## src/rtl/trivius_pkg.sv

```systemverilog
// Shared definitions for the parametrised I2S transmitter.
//   i2s_mode_e   : frame format (Philips, left-justified, right-justified)
//   SLOT_MAX     : widest channel slot the frame builder supports
//   justify_slot : places one sample inside its channel slot
package trivius_pkg;

    typedef enum logic [1:0] {
        I2S_PHILIPS = 2'd0,
        I2S_LEFT_J  = 2'd1,
        I2S_RIGHT_J = 2'd2
    } i2s_mode_e;

    localparam int unsigned SLOT_MAX   = 64;
    localparam int unsigned SLOT_IDX_W = $clog2(SLOT_MAX);

    // Returns a SLOT_MAX-wide vector whose low slot_w bits are the slot
    // contents, MSB first on the wire. Philips/left-justified put the sample
    // in the slot MSBs and zero-pad below; right-justified puts it in the
    // slot LSBs and sign-extends above. Bits at and above slot_w stay zero.
    function automatic logic [SLOT_MAX-1:0] justify_slot(
        input logic [SLOT_MAX-1:0] sample,
        input int unsigned         sample_w,
        input int unsigned         slot_w,
        input i2s_mode_e           mode
    );
        logic [SLOT_MAX-1:0] slot;
        int unsigned         pad;
        slot = '0;
        pad  = slot_w - sample_w;
        for (int unsigned i = 0; i < SLOT_MAX; i++) begin
            if (i < slot_w) begin
                if (mode == I2S_RIGHT_J) begin
                    slot[i] = (i < sample_w) ? sample[SLOT_IDX_W'(i)]
                                             : sample[SLOT_IDX_W'(sample_w - 1)];
                end else if (i >= pad) begin
                    slot[i] = sample[SLOT_IDX_W'(i - pad)];
                end
            end
        end
        return slot;
    endfunction

endpackage

```

## src/rtl/i2s_bclk_div.sv

```systemverilog
// Bit-clock divider for the I2S transmitter.
//   i_aud_clk     : audio clock
//   i_aud_reset_n : asynchronous active-low reset
//   o_bclk        : registered bit clock, BCLK_DIV aud_clk cycles per period
//   o_rise        : high in the cycle before o_bclk goes high
//   o_fall        : high in the cycle before o_bclk goes low
module i2s_bclk_div #(
    parameter int unsigned BCLK_DIV = 2
) (
    input  logic i_aud_clk,
    input  logic i_aud_reset_n,
    output logic o_bclk,
    output logic o_rise,
    output logic o_fall
);

    if (BCLK_DIV < 2) begin : g_err_div_small
        $fatal(1, "BCLK_DIV must be >= 2");
    end
    if ((BCLK_DIV % 2) != 0) begin : g_err_div_odd
        $fatal(1, "BCLK_DIV must be even");
    end

    localparam int unsigned      DIV_W   = (BCLK_DIV > 2) ? $clog2(BCLK_DIV) : 1;
    localparam logic [DIV_W-1:0] RISE_AT = DIV_W'(BCLK_DIV / 2 - 1);
    localparam logic [DIV_W-1:0] FALL_AT = DIV_W'(BCLK_DIV - 1);

    logic [DIV_W-1:0] div_cnt;

    always_comb begin
        o_rise = (div_cnt == RISE_AT);
        o_fall = (div_cnt == FALL_AT);
    end

    always_ff @(posedge i_aud_clk or negedge i_aud_reset_n) begin
        if (!i_aud_reset_n) begin
            div_cnt <= '0;
            o_bclk  <= 1'b0;
        end else begin
            div_cnt <= o_fall ? '0 : div_cnt + DIV_W'(1);
            if (o_rise) begin
                o_bclk <= 1'b1;
            end else if (o_fall) begin
                o_bclk <= 1'b0;
            end
        end
    end

endmodule

```

## src/rtl/i2s_tx_param.sv

```systemverilog
// Parametrised I2S master transmitter with a one-deep sample holding register.
//   i_aud_clk     : audio clock (only clock)
//   i_aud_reset_n : asynchronous active-low reset
//   i_left/i_right: two's complement sample pair, SAMPLE_W bits each
//   i_valid       : writes the pair into the holding register this cycle
//   o_bclk        : bit clock
//   o_ws          : word select, 0 = left slot, 1 = right slot
//   o_sda         : serial data, MSB first, changes with the BCLK fall
//   o_req         : one-cycle pulse after each frame load
//   o_underrun    : one-cycle pulse when a frame loads with no data available
module i2s_tx_param
    import trivius_pkg::*;
#(
    parameter int unsigned SAMPLE_W = 16,
    parameter int unsigned SLOT_W   = 16,
    parameter int unsigned BCLK_DIV = 2,
    parameter i2s_mode_e   MODE     = I2S_PHILIPS
) (
    input  logic                i_aud_clk,
    input  logic                i_aud_reset_n,
    input  logic [SAMPLE_W-1:0] i_left,
    input  logic [SAMPLE_W-1:0] i_right,
    input  logic                i_valid,
    output logic                o_bclk,
    output logic                o_ws,
    output logic                o_sda,
    output logic                o_req,
    output logic                o_underrun
);

    if (SLOT_W < SAMPLE_W) begin : g_err_slot
        $fatal(1, "SLOT_W must be >= SAMPLE_W");
    end
    if (SLOT_W > SLOT_MAX) begin : g_err_slot_max
        $fatal(1, "SLOT_W exceeds SLOT_MAX");
    end
    if (SAMPLE_W < 1) begin : g_err_sample
        $fatal(1, "SAMPLE_W must be >= 1");
    end

    localparam int unsigned      FRAME_W   = 2 * SLOT_W;
    localparam int unsigned      BIT_W     = $clog2(FRAME_W);
    localparam logic [BIT_W-1:0] BIT_LAST  = BIT_W'(FRAME_W - 1);
    localparam logic [BIT_W-1:0] WS_SWITCH = BIT_W'(SLOT_W);

    logic bclk_fall;
    logic bclk_rise_unused;

    i2s_bclk_div #(
        .BCLK_DIV (BCLK_DIV)
    ) u_bclk_div (
        .i_aud_clk     (i_aud_clk),
        .i_aud_reset_n (i_aud_reset_n),
        .o_bclk        (o_bclk),
        .o_rise        (bclk_rise_unused),
        .o_fall        (bclk_fall)
    );

    logic [BIT_W-1:0]    bit_cnt;
    logic [FRAME_W-1:0]  shift_q;
    logic                philips_dly_q;
    logic                hold_full_q;
    logic [SAMPLE_W-1:0] hold_left_q;
    logic [SAMPLE_W-1:0] hold_right_q;

    logic                load;
    logic                starved;
    logic [BIT_W-1:0]    bit_nxt;
    logic [SAMPLE_W-1:0] src_left;
    logic [SAMPLE_W-1:0] src_right;
    logic [SLOT_MAX-1:0] left_ext;
    logic [SLOT_MAX-1:0] right_ext;
    logic [SLOT_MAX-1:0] left_slot;
    logic [SLOT_MAX-1:0] right_slot;
    logic [FRAME_W-1:0]  new_frame;
    logic                ser_bit;
    logic                unused_slot_bits;

    always_comb begin
        load    = bclk_fall && (bit_cnt == BIT_LAST);
        starved = !i_valid && !hold_full_q;
        bit_nxt = load ? '0 : bit_cnt + BIT_W'(1);

        // A write in the load cycle bypasses the holding register.
        src_left  = '0;
        src_right = '0;
        if (i_valid) begin
            src_left  = i_left;
            src_right = i_right;
        end else if (hold_full_q) begin
            src_left  = hold_left_q;
            src_right = hold_right_q;
        end

        left_ext                  = '0;
        right_ext                 = '0;
        left_ext[SAMPLE_W-1:0]    = src_left;
        right_ext[SAMPLE_W-1:0]   = src_right;
        left_slot                 = justify_slot(left_ext,  SAMPLE_W, SLOT_W, MODE);
        right_slot                = justify_slot(right_ext, SAMPLE_W, SLOT_W, MODE);
        new_frame                 = starved ? '0
                                            : {left_slot[SLOT_W-1:0], right_slot[SLOT_W-1:0]};

        // The frame MSB goes out on the load edge itself; the shift register
        // holds the remaining bits left-aligned.
        ser_bit = load ? new_frame[FRAME_W-1] : shift_q[FRAME_W-1];

        unused_slot_bits = ^{left_slot, right_slot};
    end

    always_ff @(posedge i_aud_clk or negedge i_aud_reset_n) begin
        if (!i_aud_reset_n) begin
            bit_cnt       <= BIT_LAST;
            shift_q       <= '0;
            philips_dly_q <= 1'b0;
            hold_full_q   <= 1'b0;
            hold_left_q   <= '0;
            hold_right_q  <= '0;
            o_ws          <= 1'b1;
            o_sda         <= 1'b0;
            o_req         <= 1'b0;
            o_underrun    <= 1'b0;
        end else begin
            o_req      <= load;
            o_underrun <= load && starved;

            if (bclk_fall) begin
                bit_cnt <= bit_nxt;
                o_ws    <= (bit_nxt >= WS_SWITCH);
                if (load) begin
                    shift_q <= {new_frame[FRAME_W-2:0], 1'b0};
                end else begin
                    shift_q <= {shift_q[FRAME_W-2:0], 1'b0};
                end
                // Philips: one extra BCLK of delay, so the last right-slot bit
                // of a frame is emitted at bit_cnt 0 of the next one.
                philips_dly_q <= ser_bit;
                o_sda         <= (MODE == I2S_PHILIPS) ? philips_dly_q : ser_bit;
            end

            if (load) begin
                hold_full_q <= 1'b0;
            end else if (i_valid) begin
                hold_full_q  <= 1'b1;
                hold_left_q  <= i_left;
                hold_right_q <= i_right;
            end
        end
    end

endmodule

```

## config.mk

```make
export PLATFORM = sky130hd
export DESIGN_NAME = i2s_tx_param
export DESIGN_NICKNAME = d
export VERILOG_FILES = /design/src/rtl/trivius_pkg.sv /design/src/rtl/i2s_bclk_div.sv /design/src/rtl/i2s_tx_param.sv
export SDC_FILE = /design/constraint.sdc
export NUM_CORES = 1
export LEC_CHECK = 0
export ABC_AREA = 1
export CAP_MARGIN = 0
export CORE_MARGIN = 2
export CORE_UTILIZATION = 45
export CTS_CLUSTER_DIAMETER = 120
export DETAILED_ROUTE_END_ITERATION = 10
export HOLD_SLACK_MARGIN = 0.02
export PLACE_DENSITY_LB_ADDON = 0.15
export SETUP_SLACK_MARGIN = 0.4
export SLEW_MARGIN = 20
export SYNTH_ARGS = -nofsm -noshare
export SYNTH_HDL_FRONTEND = slang
export SYNTH_SLANG_ARGS = --single-unit
```

## constraint.sdc

```tcl
create_clock -name i_aud_clk -period 2 [get_ports i_aud_clk]
set_input_delay 0.3 -clock i_aud_clk [delete_from_list [all_inputs] [get_ports i_aud_clk]]
set_output_delay 0.3 -clock i_aud_clk [all_outputs]
set_load 0.005 [all_outputs]
```

==> results of run 1 <==
-- power by group through the flow --
stage	Clock, uW	Sequential (uW)	Combinational (uW)
after floorplan	0	1600	142
after global placement	0	1610	290
after detailed placement	0	1610	291
after CTS	1060	1580	304
after global routing	1130	1590	355
final	1050	1580	312
-- path summary, 6_finish.rpt --
| path | depth (start not counted) | start | slack, ns | to |
|---|---|---|---|---|
| min reg2reg | 2 | o_sda | 0.47 | o_sda |
| min in group asynchronous | 3 | i_aud_reset_n | 0.51 | hold_right_q[0] |
| max | 7 | bit_cnt[1] | 0.25 | shift_q[29] |
| max in group asynchronous | 3 | i_aud_reset_n | 1.15 | o_ws |
| max reg2reg | 7 | bit_cnt[1] | 0.25 | shift_q[29] |
| min | 4 | i_valid | 0.36 | shift_q[20] |
-- state kept, by name, summed over array words and instances (netlist names) --
signal and cells:
shift_q 31, hold_left_q 16, hold_right_q 16, bit_cnt 4, hold_full_q 1, o_req 1, o_sda 1, o_underrun 1
o_ws 1, philips_dly_q 1, u_bclk_div.o_fall 1
-- logic make-up (layout without fill, tap and decap cells) --
group / count (synthesis) / after routing / synth area share [%]
DFF: 74 / 74 / 53.1
AOI/OAI and AO/OA: 70 / 70 / 10.0
xor gates and xnor gates: 1 / 1 / 0.250
and+or+nand+nor: 270 / 273 / 30.9
adders and majority gates: 2 / 2 / 0.714
buffers and inverters: 37 / 89 / 5.11
-- critical path: stages, from the launching register on --
cell and delay [ns]:
dfstp_2 0.56, ha_4 0.13, and3_4 0.18, ha_4 0.17
nand2_8 0.10, nor2_4 0.27, nand2_1 0.11, a21oi_1 0.14
-- final cells by class --
class,count,area [um2],area share (%)
multi-input combinational,346,1650,36.4
clock buffer,13,159,3.50
inverter,9,37.5,0.826
clock inverter,2,12.5,0.275
timing repair buffer,65,694,15.3
tap,102,128,2.81
sequential,74,1860,40.9
-- stage by stage --
stage / instance area (um2) / hold slack [ns] / setup slack, ns / instances
after floorplan: 3540 / 0.00441 / 0.405 / 454
after global placement: 4000 / 0.372 / 0.130 / 577
after detailed placement: 4000 / 0.368 / 0.0664 / 577
after CTS: 4380 / 0.348 / 0.332 / 606
after global routing: 4540 / 0.390 / 0.185 / 611
final: 4540 / 0.357 / 0.250 / 611
-- synth_stat cells --
library cell and count:
nand2_2 2, and3_1 1, nand2_1 196, buf_6 2, xor2_1 1, dfstp_2 5
a21oi_1 64, o21ai_0 6, nor3_1 1, nor2_2 1, dfrtp_1 69, inv_1 8
buf_1 3, nand3_1 32, nor2_1 36, buf_4 2, nor2_8 1, clkbuf_1 7
ha_1 2, inv_2 1, buf_2 14
-- what timing repair did --
item                                    in CTS  in global routing
endpoints found under the setup margin      71                 68
hold endpoints to repair                    69                  0
buffers inserted                            10                  3
gates cloned                                 3                  2
hold buffers                                 1                  0
pin swaps                                    4                 13
gates resized for setup                     17                 30
-- routing by layer --
layer	up-vias	wire, um
met3	10	430
met4	0	81
met1	1486	4320
met2	76	4160
li1	1550	-
met5	-	0
==> key figures, run 1 <==
Pwr
  – Comb power frac: 10.6%
  – Sequential power share: 53.8%
  – P_leak: 0.00220 uW
  – Clk pwr share: 35.6%
  – Sw Ratio: 25.0%
  – Power density cells: 646 nW/um2
  – Cell Int Power: 2200 uW
  – Maximum VDD drop: 387 uV
  – Psw: 735 uW
  – Power Total: 2940 uW

Place
  – Port Buffers: 39
  – Hpwl dp: 5030 um
  – Final GP Congestion: 0.788

Status
  – Outcome: finished, final reports clean

Route
  – Drt drc: 0
  – DRT antenna net count: 0
  – DR pass1 iterations: 4
  – DRT iter0 DRCs: 239
  – DR vias: 3,122
  – Via/cell ratio: 5.11
  – Drt total wl: 8990 um
  – DR WL/cell: 14.7 um

Layout
  – Most common cell after layout, fill and taps aside: nand2_1
  – Number of fill cells in the layout: 690
  – Antenna Cells: 0
  – Most frequent cells in the layout: nand2_1, dfrtp_1, a21oi_1
  – Layout cell share with drive strength beyond 1: 16.1%
  – Synth-to-layout area growth: 29.8%
  – Final core occ: 59.4%
  – # nets final: 542

Die
  – Die Width: 92.2 um
  – Row count: 32
  – Core footprint: 7650 um2
  – Die height: 92.2 um
  – Die ar.: 8500 um2
  – Effective utilization at floorplan: 45.8%
  – Total I/O pin count: 40

Worst setup path
  – CP Data Arrival Time: 2.01 ns
  – Critical path class: register to register
  – CP endpoint kind: register
  – Nature of the critical path startpoint: register
  – Worst Path Max Fanout: 7
  – Critical Path RT: 2.26 ns

Timing
  – Headroom to the max-slew limit: 56.5%
  – Final setup fails: 0
  – Slew @ Worst Pin: 0.651 ns
  – Pins over their slew limit: 0
  – RSZ-0062 raised after global routing: true
  – Setup Skew: 0.00638 ns
  – Fmax: 571 MHz
  – Minimum clock period: 1.75 ns
  – Setup TNS: 0 ns
  – Final worst path period share: 87.5%
  – Final hold viol count: 0

Synth
  – Post-synthesis sequential area ratio: 53.1%
  – Syn nets: 491
  – Syn Area/Cell: 7.71 um2
  – Post-Syn Area: 3500 um2
  – Dominant cell type by area after synthesis: dfrtp_1
  – Mapped Cells: 454
  – Distinct cell type count after synthesis: 21
  – FF+latch count, synth: 74
  – Synth top area share: 49.3%
  – Ys Warns: 0
  – Area contributors post-synth: dfrtp_1, nand2_1, a21oi_1

Hold path
  – Type of the tightest min-delay check: input pin to register

GRT
  – Largest net degree at the start of global routing: 75
  – Antenna violations before repair: 0
  – Global-route wire length before repair: 14,600 um
  – GRT Residual Overflow: 0
  – Met1 GRT Util: 33.2%
  – Vias in the first global route: 2,934
  – Total GRT Usage: 21.6%
  – Met2 capacity usage during global routing: 31.8%
  – GR peak layer: met1
  – Met3 Use GR: 3.04%

CTS
  – Clock net sink count: 74
  – Number of buffers created by CTS: 9
  – CTS H-tree depth: 3
  – Clock root cell: clkbuf_8
  – Clock transition at path regs: 0.07 ns
  – Clock Tree Buf Depth: 2
  – Skew-Pair Late Insertion Delay: 0.34 ns
  – TritonCTS clock tree: done

Run
  – MaxCap Viol Count: 0
(Power assumes the default switching activity.)
==> inputs of run 2 (changes only) <==
--- a/config.mk
+++ b/config.mk
@@ -7,8 +7,7 @@
 export LEC_CHECK = 0
 export ABC_AREA = 1
 export CAP_MARGIN = 0
-export CORE_MARGIN = 2
-export CORE_UTILIZATION = 45
+export CORE_UTILIZATION = 47
 export CTS_CLUSTER_DIAMETER = 120
 export DETAILED_ROUTE_END_ITERATION = 10
 export HOLD_SLACK_MARGIN = 0.02
==> run 2 against run 1 <==
Against the previous run:
- core utilization grew 5.7 points
- design area up 3.4%
- critical path depth is the same
- register-to-register slack is essentially flat
- worst setup slack improved by 0.0074 ns
- fmax increased by 0.43%
- largest power group unchanged
- sequential power barely moved
- die area shrank 8.3%
- worst hold slack better by 0.077 ns
- combinational power rose by 6%
- sequential share of layout area is 1.4 points lower
==> key figures, run 2 (synthesized netlist as in run 1, its figures left out) <==
Worst setup path
  – Worst Path Max Fanout: 33 (+26)
  – Nature of the critical path startpoint: register
  – CP Cell Sequence: ha_4 -> and3_4 -> ha_4 -> inv_1 -> buf_12 -> a21oi_1 -> a21oi_1
  – RR Startpoint: bit_cnt[1]
  – Critical path class: register to register
  – R2R Path End: shift_q[19]
  – CP Data Arrival Time: 1.97 ns (-0.04 ns)
  – Critical Path RT: 2.23 ns (-0.03 ns)
  – Flop-to-flop setup slack: 0.26 ns (about the same)
  – Worst reg2reg path depth: 7 (unchanged)
  – Slowest stage cell on the critical path: dfstp_2
  – Max incr delay on CP: 0.57 ns (about the same)
  – CP endpoint kind: register

Pwr
  – Clk pwr share: 39.0% (+3.4 points)
  – Comb power frac: 10.5% (about the same)
  – Power density cells: 669 nW/um2 (+3.5%)
  – Psw: 769 uW (+4.6%)
  – Sequential power share: 50.5% (-3.3 points)
  – Cell Int Power: 2380 uW (+7.8%)
  – Sw Ratio: 24.4% (-0.57 points)
  – Maximum VDD drop: 359 uV (-7.2%)
  – P_leak: 0.00231 uW (+5.1%)

Layout
  – Most frequent cells in the layout: nand2_1, dfrtp_1, a21oi_1
  – Largest register by flop count: shift_q
  – Max reg flops: 31 (unchanged)
  – Post-route insts no fill: 609 (-0.33%)
  – Most common cell after layout, fill and taps aside: nand2_1
  – # nets final: 543 (+0.18%)
  – Layout cell share with drive strength beyond 1: 18.8% (+2.7 points)
  – Antenna Cells: 0 (unchanged)
  – Synth-to-layout area growth: 34.2%
  – Biggest regs: shift_q: 31 flops, hold_left_q: 16 flops, hold_right_q: 16 flops

Route
  – Drt drc: 0 (unchanged)
  – DRT antenna net count: 0 (unchanged)
  – Drt total wl: 9360 um (+4.1%)
  – DR pass1 iterations: 5 (+1)
  – DR vias: 3,244 (+3.9%)
  – Via/cell ratio: 5.33 (+4.2%)
  – DRT iter0 DRCs: 268 (+12%)
  – DR WL/cell: 15.4 um (+4.5%)

GRT
  – Largest net degree at the start of global routing: 75 (unchanged)
  – Total GRT Usage: 24.4% (+2.7 points)
  – Vias in the first global route: 2,753 (-6.2%)
  – Global-route wire length before repair: 14,200 um (-2.5%)
  – Antenna violations before repair: 0 (unchanged)
  – GRT Residual Overflow: 0 (unchanged)

CTS
  – TritonCTS clock tree: done
  – Clock root cell: clkbuf_8
  – Clock net sink count: 74 (unchanged)
  – Clock Tree Buf Depth: 2 (unchanged)
  – Number of buffers created by CTS: 9 (unchanged)
  – Clock transition at path regs: 0.07 ns (about the same)
  – CTS H-tree depth: 3 (unchanged)
  – Skew-Pair Late Insertion Delay: 0.35 ns (about the same)

Timing
  – Headroom to the max-slew limit: 57.7% (+1.1 points)
  – Fmax: 574 MHz (+0.43%)
  – Final hold viol count: 0 (unchanged)
  – Slew @ Worst Pin: 0.634 ns (-0.0168 ns)
  – Setup Skew: 0.0106 ns (+0.00422 ns)
  – RSZ-0062 raised after global routing: true
  – Minimum clock period: 1.74 ns (-0.00743 ns)
  – Pins over their slew limit: 0 (unchanged)
  – Final setup fails: 0 (unchanged)
  – Final worst path period share: 87.1% (-0.37 points)
  – Setup TNS: 0 ns (unchanged)

Die
  – Die height: 88.3 um (-4.2%)
  – Row count: 31 (-3.1%)
  – Die Width: 88.3 um (-4.2%)
  – Effective utilization at floorplan: 48.5% (+2.7 points)
  – Core footprint: 7210 um2 (-5.7%)
  – Die ar.: 7800 um2 (-8.3%)
  – Total I/O pin count: 40 (unchanged)

Status
  – Outcome: finished, final reports clean

Place
  – Hpwl dp: 4780 um (-5.0%)
  – Final GP Congestion: 0.738 (-6.3%)
  – DP Cell Count: 575 (-0.35%)
  – Port Buffers: 39 (unchanged)

Hold path
  – Type of the tightest min-delay check: input pin to register
  – WHS Path Cells: 4 (unchanged)
  – Worst Hold End: shift_q[18]
  – Hold Path Origin: i_valid

Run
  – MaxCap Viol Count: 0 (unchanged)
run 2: cell types whose count changed in the layout (fill, tap and decap cells not counted), sizes merged:
cell,previous run,this run
buf,26,24
clkinvlp,2,1
bufinv,0,1
clkbuf,14,17
run 2: layer usage:
metal | up-vias | global-route usage, % | share of wire [%]
li1 | 1558 | - | -
met1 | 1561 | 37.8 | 46
met2 | 109 | 34.1 | 46
met3 | 16 | 4.57 | 5.8
met4 | 0 | 7.92 | 2.1
met5 | - | 0 | 0
run 2: timing repair:
| action | 4_1_cts | 5_1_grt |
|---|---|---|
| buffers inserted | 6 | 3 |
| hold endpoints to repair | 69 | 0 |
| hold buffers | 1 | 0 |
| gates cloned | 3 | 6 |
| resized for setup | 19 | 48 |
| pin swaps | 5 | 7 |
| setup endpoints to repair | 68 | 68 |
run 2: metrics by stage:
stage	worst slack [ns]	total power, uW	util (%)	hold slack [ns]	cell area, um2
2_1_floorplan	0.405	1750	-	0.00441	3540
3_3_place_gp	0.243	1890	55.3	0.367	3990
3_5_place_dp	0.166	1900	55.3	0.366	3990
4_1_cts	0.306	3130	60.8	0.413	4390
5_1_grt	0.177	3270	65.2	0.451	4700
6_report	0.257	3140	65.2	0.434	4700
run 2: worst max path at each step:
stage               startpoint  slack (ns)  cells after the start           to
global placement    bit_cnt[0]        0.24                      7  shift_q[25]
global route        bit_cnt[1]        0.18                      7  shift_q[19]
floorplan           bit_cnt[1]        0.41                      8  shift_q[21]
CTS                 bit_cnt[1]        0.31                      7  shift_q[24]
finish              bit_cnt[1]        0.26                      7  shift_q[19]
detailed placement  bit_cnt[0]        0.17                      7  shift_q[22]
run 2: layout make-up:
type,count,area [um2]
Fill cell,622,2510
Sequential cell,74,1860
Multi-Input combinational cell,346,1720
Timing Repair Buffer,66,761
Clock buffer,13,169
Tap cell,99,124
Inverter,9,37.5
Clock inverter,2,35.0
run 2: worst max-delay path, delay by kind of cell (launching register included):
kind | cells | cell delay, ns
DFF | 1 | 0.57
adders and majority gates | 2 | 0.32
AOI/OAI and AO/OA | 2 | 0.28
buffers and inverters | 2 | 0.25
and+or+nand+nor | 1 | 0.20
run 2: power groups by stage:
stage	combinational [uW]	clock [uW]	sequential, uW
after floorplan	142	0	1600
after global placement	283	0	1610
after detailed placement	286	0	1610
after CTS	300	1250	1580
after global routing	369	1310	1590
final	330	1230	1590
